### src/rtl/qdec_cabac_frame_seq.sv
// Frame sequencer for the CABAC decoder: programs five header registers plus START,
// then supervises CTU/done/error interrupts and reports a per-frame status.
module qdec_cabac_frame_seq #(
   parameter int unsigned TIMEOUT_CYCLES = 1000000,
   parameter int unsigned ADDR_W         = 32
) (
   input  logic              clk,
   input  logic              rst,
   input  logic              frm_vld,
   output logic              frm_rdy,
   input  logic [31:0]       frm_vps0,
   input  logic [31:0]       frm_sps0,
   input  logic [31:0]       frm_sps1,
   input  logic [31:0]       frm_pps0,
   input  logic [31:0]       frm_slh0,
   input  logic [15:0]       frm_num_ctu,
   output logic              reg_req_vld,
   input  logic              reg_req_rdy,
   output logic [ADDR_W-1:0] reg_req_addr,
   output logic [31:0]       reg_req_wdata,
   input  logic              reg_resp_vld,
   input  logic              ctu_done_intr,
   input  logic              done_intr,
   input  logic              error_intr,
   output logic              busy,
   output logic              frm_done,
   output logic [1:0]        frm_status,
   output logic [15:0]       ctu_cnt
);

   localparam logic [31:0] ADDR_CABAC_VPS_0          = 32'h0000_0100;
   localparam logic [31:0] ADDR_CABAC_SPS_0          = 32'h0000_0104;
   localparam logic [31:0] ADDR_CABAC_SPS_1          = 32'h0000_0108;
   localparam logic [31:0] ADDR_CABAC_PPS_0          = 32'h0000_010C;
   localparam logic [31:0] ADDR_CABAC_SLICE_HEADER_0 = 32'h0000_0110;
   localparam logic [31:0] ADDR_CABAC_START          = 32'h0000_0000;
   localparam logic [31:0] TMO_LAST                  = 32'(TIMEOUT_CYCLES - 1);

   typedef enum logic [2:0] {StIdle, StWrReq, StWrResp, StRun, StDone} state_e;

   state_e           state_q, state_d;
   logic [2:0]       idx_q, idx_d;
   logic [4:0][31:0] words_q, words_d;
   logic [15:0]      num_ctu_q, num_ctu_d;
   logic [15:0]      cnt_q, cnt_d, cnt_nxt;
   logic [31:0]      tmo_q, tmo_d;
   logic [1:0]       status_q, status_d;
   logic [31:0]      addr_w;

   always_comb begin
      state_d   = state_q;
      idx_d     = idx_q;
      words_d   = words_q;
      num_ctu_d = num_ctu_q;
      cnt_d     = cnt_q;
      tmo_d     = tmo_q;
      status_d  = status_q;
      cnt_nxt   = cnt_q;
      unique case (state_q)
         StIdle: begin
            if (frm_vld) begin
               words_d   = {frm_slh0, frm_pps0, frm_sps1, frm_sps0, frm_vps0};
               num_ctu_d = frm_num_ctu;
               cnt_d     = '0;
               idx_d     = '0;
               state_d   = StWrReq;
            end
         end
         StWrReq: begin
            if (reg_req_rdy) state_d = StWrResp;
         end
         StWrResp: begin
            if (reg_resp_vld) begin
               if (idx_q < 3'd5) begin
                  idx_d   = idx_q + 3'd1;
                  state_d = StWrReq;
               end else begin
                  tmo_d   = '0;
                  state_d = StRun;
               end
            end
         end
         StRun: begin
            // A CTU pulse always counts, even when it coincides with the exit event.
            if (ctu_done_intr && (cnt_q != 16'hFFFF)) cnt_nxt = cnt_q + 16'd1;
            cnt_d = cnt_nxt;
            tmo_d = ctu_done_intr ? '0 : tmo_q + 32'd1;
            if (error_intr) begin
               status_d = 2'd1;
               state_d  = StDone;
            end else if (done_intr) begin
               status_d = (cnt_nxt == num_ctu_q) ? 2'd0 : 2'd3;
               state_d  = StDone;
            end else if ((tmo_q == TMO_LAST) && !ctu_done_intr) begin
               status_d = 2'd2;
               state_d  = StDone;
            end
         end
         StDone:  state_d = StIdle;
         default: state_d = StIdle;
      endcase
   end

   always_ff @(posedge clk) begin
      if (rst) begin
         state_q   <= StIdle;
         idx_q     <= '0;
         words_q   <= '0;
         num_ctu_q <= '0;
         cnt_q     <= '0;
         tmo_q     <= '0;
         status_q  <= '0;
      end else begin
         state_q   <= state_d;
         idx_q     <= idx_d;
         words_q   <= words_d;
         num_ctu_q <= num_ctu_d;
         cnt_q     <= cnt_d;
         tmo_q     <= tmo_d;
         status_q  <= status_d;
      end
   end

   always_comb begin
      addr_w        = ADDR_CABAC_START;
      reg_req_wdata = 32'h0;
      unique case (idx_q)
         3'd0: begin addr_w = ADDR_CABAC_VPS_0;          reg_req_wdata = words_q[0]; end
         3'd1: begin addr_w = ADDR_CABAC_SPS_0;          reg_req_wdata = words_q[1]; end
         3'd2: begin addr_w = ADDR_CABAC_SPS_1;          reg_req_wdata = words_q[2]; end
         3'd3: begin addr_w = ADDR_CABAC_PPS_0;          reg_req_wdata = words_q[3]; end
         3'd4: begin addr_w = ADDR_CABAC_SLICE_HEADER_0; reg_req_wdata = words_q[4]; end
         3'd5: begin addr_w = ADDR_CABAC_START;          reg_req_wdata = 32'h1;      end
         default: ;
      endcase
   end

   assign reg_req_addr = ADDR_W'(addr_w);
   assign frm_rdy      = (state_q == StIdle);
   assign busy         = (state_q != StIdle);
   assign reg_req_vld  = (state_q == StWrReq);
   assign frm_done     = (state_q == StDone);
   assign frm_status   = status_q;
   assign ctu_cnt      = cnt_q;

endmodule

### config.mk
export PLATFORM = sky130hd
export DESIGN_NAME = qdec_cabac_frame_seq
export DESIGN_NICKNAME = d
export VERILOG_FILES = /design/src/rtl/qdec_cabac_frame_seq.sv
export SDC_FILE = /design/constraint.sdc
export NUM_CORES = 1
export LEC_CHECK = 0
export CAP_MARGIN = 15
export CORE_ASPECT_RATIO = 0.75
export CORE_MARGIN = 4
export CORE_UTILIZATION = 65
export DETAILED_ROUTE_END_ITERATION = 6
export DONT_BUFFER_PORTS = 1
export PLACE_DENSITY = 0.81
export SYNTH_ARGS = -nofsm -noshare
export SYNTH_HDL_FRONTEND = slang
export SYNTH_SLANG_ARGS = --single-unit
### constraint.sdc
create_clock -name clk -period 4.2 [get_ports clk]
set_clock_uncertainty 0.1 [all_clocks]
set_input_delay 0.63 -clock clk [delete_from_list [all_inputs] [get_ports clk]]
set_output_delay 0.63 -clock clk [all_outputs]
set_load 0.02 [all_outputs]
======== Word level (Yosys, flattened, before mapping) ========
Index checks and enable logic that the tools add are counted.
storage, ports and cells
  bits of input ports ..................... 184
  output and inout bits ................... 86
  memories ................................ 0
  flip-flop bits (word level) ............. 232
  word-level logic and storage cells ...... 75
  bits in read-only memories .............. 0
  latch bits .............................. 0
  RAM bits ................................ 0
cells by class
  eq/ne operators ......................... 18
  div/mod/pow operators ................... 0
  reductions and logical operators ........ 16
  multiply operators ...................... 0
  order comparisons ....................... 1
  multiplexer cells ....................... 26
  bitwise gates (word level) .............. 0
  shift operators ......................... 0
  add/subtract/negate cells ............... 3
operators by type and width
  cell                   number
  $pmux 32 s6            1
  $mux 32                3
  $pmux 32 s2            1
  $mux 16                3
  $pmux 9 s5             1
  $add 32x1->32 const B  1
  $eq 32x20->1 const B   1
  $pmux 16 s2            1
  $mux 3                 9
  $add 16x1->16 const B  1
  $eq 16x16->1           1
  $ne 16x16->1 const B   1
  $eq 3x2->1 const B     4
  $pmux 3 s4             1
  $mux 2                 5
  $eq 3x3->1 const B     3
  $ne 2x2->1 const B     4
  $reduce_and 4->1       2
  $eq 3x1->1 const B     2
  $logic_not 3->1        2
  $pmux 3 s2             1
  $reduce_and 2->1       3
  $reduce_bool 2->1      3
  $reduce_bool 3->1      2
  other kinds (7)        8

======== Depth between registers and ports, before layout ========
  depth in word-level cells ............... 8
  depth in mapped cells ................... 10
  mapped depth without buffers ............ 8

======== Worst setup path after synthesis ========
OpenSTA, ideal clock, no wires.
  path kind ............................... reg-to-reg
  start point ............................. register cnt_q[0] (netlist: ctu_cnt[0])
  end point ............................... register status_q[1] (netlist: frm_status[1])
  setup slack ............................. 1.560 ns
  stages on the path, launching flop included .. 9
  path buffers ............................ 0
  data required time ...................... 3.977 ns
  arrival time ............................ 2.417 ns
  period minus slack after synthesis ...... 2.640 ns
  cells stage by stage .................... dfxtp_1 ha_1 and3_1 nor4b_4 or4_1 a22o_1 or4_4 nor2_4 o211ai_2
on the way
  word-level cells in the longest chain between the ends .. 8
  elaborated cells on any way between the ends .. 9
ends and longest elaborated chain
  item                                                                   line  RTL
  start: declaration                                                     45    logic [15:0] cnt_q, cnt_d, cnt_nxt;
  start signal: assignment                                               118   cnt_q <= cnt_d;
  parallel branches: the longest is 2 deep, another holds $add 16x1->16  n/a
  $mux 16 (*)                                                            85    if (ctu_done_intr && (cnt_q != 16'hFFFF)) cnt_nxt = cnt_q + 16'd1;
  $mux 16 (*)                                                            59    unique case (state_q)
  $eq 16x16->1 (*)                                                       92    status_d = (cnt_nxt == num_ctu_q) ? 2'd0 : 2'd3;
  $mux 2 (*)                                                             92
  $mux 2 (*)                                                             91    end else if (done_intr) begin
  $mux 2 (*)                                                             88    if (error_intr) begin
  end signal: assignment                                                 120   status_q <= status_d;
  end: declaration                                                       47    logic [1:0] status_q, status_d;
Mark *: on every way between the ends. The select of a mux whose other input is x is not followed.
A chain may end at the register's enable or synchronous reset.

======== Worst setup path after layout ========
  start point ............................. register idx_q[0]
  end point ............................... output port reg_req_wdata[1]
on the way
  word-level cells in the longest chain between the ends .. 2
  elaborated cells on any way between the ends .. 7
ends and longest elaborated chain
  item                                      line  RTL
  start: declaration                        42    logic [2:0] idx_q, idx_d;
  start signal: assignment                  115   idx_q <= idx_d;
  $eq 3x3->1, or another cell as far along  127   unique case (idx_q)
  $pmux 32 s6 (*)                           127
  end: declaration                          20    output logic [31:0] reg_req_wdata,
Every way passes the cells marked *; elsewhere a longest branch is shown, timed or not.

==> results.toml <==
[power_and_ir_drop]
power.density_cell_area_nw_per_um2 = 480.5
seqPwrFrac_pct = 47.2
p_total_mw = 5.386
p_switching_mw = 1.625
leakage_nw = 3.974
ir_drop_v = 0.0002763
p_int_mw = 3.761
p_clk_share_pct = 35.6
sw_frac_of_total_pct = 30.17
comb_power_share_pct = 17.2

[sta]
final_min_period_over_clock_period_pct = 79.85
finalMaxSlewViolations = 0
post-route-min-period_ns = 3.354
achievable-frequency_ghz = 0.2982
measured_slew_at_the_worst_slew_check_pin_ns = 0.9592
final-setup-viol-count = 0
final-hold-violation-count = 0
grt_setup_unrepaired = "false"
setup-tns-final_ns = 0
relSlewSlack_pct = 35.46

[detailed_routing]
dr.pass1.iters = 7
drc_errors = 5
route.vias.total = 9690
detail_route.wirelength_mm = 29.49
detailed_route_wire_length_per_cell_um = 19.18
vias_per_cell = 6.304
postRouteAntennaNets = 0
detail_route.iter0.violations = 1306

[synthesis]
compound_gate_portion_of_the_synthesized_area_pct = 20.63
synth.area.top_cells = "sky130_fd_sc_hd__dfxtp_1 (44%), sky130_fd_sc_hd__nand2_1 (14%), sky130_fd_sc_hd__a21oi_1 (9.8%)"
ys_async_sr_fraction_pct = 0
post_synth.cell_area_avg_sq_um = 7.715
yosysTopAreaCellShare_pct = 43.69
synth.cell_area_sq_um = 10630
ys_ff_latch = 232
synthFlopType = "sky130_fd_sc_hd__dfxtp_1"
synth-xor-area-share_pct = 3.131
dominant_combinational_cell_family_by_area_after_synthesis = "simple AND/OR/NAND/NOR gates"
synth_enable_flop_cells = 0
yosys_warnings = 0
post-synth-top-count-cell = "sky130_fd_sc_hd__nand2_1"
synth_cell_types = 70
synthMuxAreaShare_pct = 0.4237
synthAdderAreaFrac_pct = 0.8238
synth_largest_area_cell = "sky130_fd_sc_hd__dfxtp_1"
synthSimpleGateAreaFrac_pct = 25.11
netlist_instances = 1378
synth_sequential_area_ratio_pct = 43.69
netlist_top_cells_count = "sky130_fd_sc_hd__nand2_1 (391), sky130_fd_sc_hd__dfxtp_1 (232), sky130_fd_sc_hd__a21oi_1 (209)"

[clock_network]
holdBufCountCts = 0
cts_max_level = 1
clock_tree.buffer_depth = 3
ctsRootBufferMaster = "sky130_fd_sc_hd__clkbuf_16"
cts-resized-gates = 0
clk_transition_reported_paths_ns = 0.06
clock_latency_on_the_worst_skew_pair_ns = 0.51
cts_tree = "done"
clock-sinks = 232
cts_post_setup_buffers_inserted = 0
cts_inserted_buffers = 22

[worst_setup_path]
critPathRequiredTime_ns = 3.47
cp_startpoint_kind = "flip-flop"
timing.critical_path.buf_inv = 2
maximum_fanout_along_the_worst_path = 23
stages_on_the_worst_setup_path = 6
worst-setup-path-type = "flip-flop to primary output"
setup.worst_path.end_class = "primary output"
path_delay_family = "compound AO/OA/AOI/OAI gates"
worstPathCellList = "inv_1, ha_1, and2_1, buf_4, a222oi_1, o21ai_0"
slowest_stage = "sky130_fd_sc_hd__dfxtp_1"
worstPathArrival_ns = 2.62
cp_slowest_stage_delay_ns = 0.42
number_of_cell_instances_on_the_worst_register_to_register_path = 8

[global_routing]
grt_antenna_before_repair = 1
grt_usage_pct = 30.23
grt_pass1_wl_mm = 46.42
pin_count_of_the_biggest_net_entering_global_routing = 208
gr-total-overflow = 0
via_count_of_the_first_global_routing_pass = 9057

[die]
floorplan.core_area_sq_um = 16020
start_util_pct = 66.38
row_count = 40
die_area_sq_um = 18490
floorplan.die.height_um = 118.8
boundaryPins = 270
x_dimension_of_the_die_um = 155.7

[min_path]
hold_class = "primary input to flip-flop"
hold_path_depth = 1

[layout]
layout.nets = 1503
multi_input_area_sq_um = 5446
final_cell_area_sq_um = 11210
syn2layout_area_growth_pct = 5.437
layout.cells.non_filler = 1537
finish.utilization_pct = 69.99
fillers = 1367
layout.area.seq_sq_um = 4644
post_route_cells_drive_above_1_share_pct = 5.354

[flow_run]
max_cap_viol_count = 0

[placement]
place_area_sq_um = 10520
place_hpwl_mm = 20.36
io_buffer_count = 0
placedCellCount = 1498
gp_routability_congestion = 0.9524

[run_status]
status = "complete, but fails checks"
violated_checks = "design-rule violations"
==> worst reg2reg max path, stage by stage, from the launching register on <==
cell and delay (ns):
sky130_fd_sc_hd__dfxtp_1 0.58, sky130_fd_sc_hd__ha_1 0.38, sky130_fd_sc_hd__and4_1 0.27, sky130_fd_sc_hd__nand4_2 0.23
sky130_fd_sc_hd__and2_1 0.27, sky130_fd_sc_hd__a2111oi_0 0.57, sky130_fd_sc_hd__nand4_1 0.30, sky130_fd_sc_hd__nor2_4 0.19
sky130_fd_sc_hd__o22ai_1 0.09
==> through the flow <==
step,hold WS [ns],setup WS [ns]
final,0.1041,0.8465
after detailed placement,0.3400,1.189
after floorplan,0.3332,1.560
after global routing,0.08058,0.6967
after CTS,0.08505,0.8407
after global placement,0.3352,1.251
==> cell usage in the layout (no fill, tap or decap), drive strengths merged, types with 4 or more instances in the layout <==
cell type / count
or4: 10
nor2b: 5
o21ai: 55
and2: 5
a222oi: 32
dfxtp: 232
nor3: 14
and3: 11
nor4b: 6
or3: 9
ha: 7
a21oi: 209
xor2: 27
a22oi: 32
nand4: 18
a31oi: 6
buf: 16
clkinv: 7
nand2b: 4
clkbuf: 29
and4: 6
nand3: 27
nor2: 57
xnor2: 11
nor4: 12
conb: 28
nand2: 392
inv: 8
==> final timing paths <==
kind                                          startpoint                    endpoint  slack (ns)
worst min-delay path                                 rst    words_q[21]$_SDFFE_PP0P_        0.10
worst max-delay path               idx_q[0]$_SDFFE_PP0P_            reg_req_wdata[1]        0.85
worst min register to register  words_q[32]$_SDFFE_PP0P_    words_q[32]$_SDFFE_PP0P_        0.35
worst max register to register   ctu_cnt[0]$_SDFFE_PP0P_  frm_status[0]$_SDFFE_PP0P_        1.10
==> layer usage <==
metal  GRT usage, %  part of all wire [%]
met1          40.86                    42
met2          47.14                    44
met3          9.151                    11
met4          8.256                   3.0
met5              0                 0.044
==> power by group through the flow <==
stage | clock (mW) | sequential, mW | combinational, mW
after floorplan | 0 | 2.54 | 0.784
after global placement | 0 | 2.58 | 0.896
after detailed placement | 0 | 2.59 | 0.918
after CTS | 1.94 | 2.54 | 0.924
after global routing | 2.03 | 2.56 | 1.03
final | 1.92 | 2.54 | 0.926
==> registers in the layout, summed over array words and instances (netlist names) <==
signal      cells
frm_status      2
tmo_q          32
ctu_cnt        16
words_q       160
state_q         3
idx_q           3
num_ctu_q      16
==> layout make-up <==
| type | instances | share of cell area [%] |
|---|---|---|
| multi-input combinational | 1032 | 48.59 |
| antenna | 1 | 0.02232 |
| inverter | 8 | 0.2679 |
| tap | 210 | 2.344 |
| clock inverter | 9 | 0.7479 |
| clock buffer | 29 | 5.414 |
| sequential | 232 | 41.43 |
| timing repair buffer | 16 | 1.183 |
==> cell families after synthesis <==
logic type | Yosys count
flip-flops | 232
AND/OR/NAND/NOR | 589
XOR/XNOR | 38
multiplexers | 4
adder cells (fa/ha/maj) | 7
buffers and inverters | 141
other | 1
AO/OA/AOI/OAI | 366
Note: power is estimated with default switching activity, not from simulation.
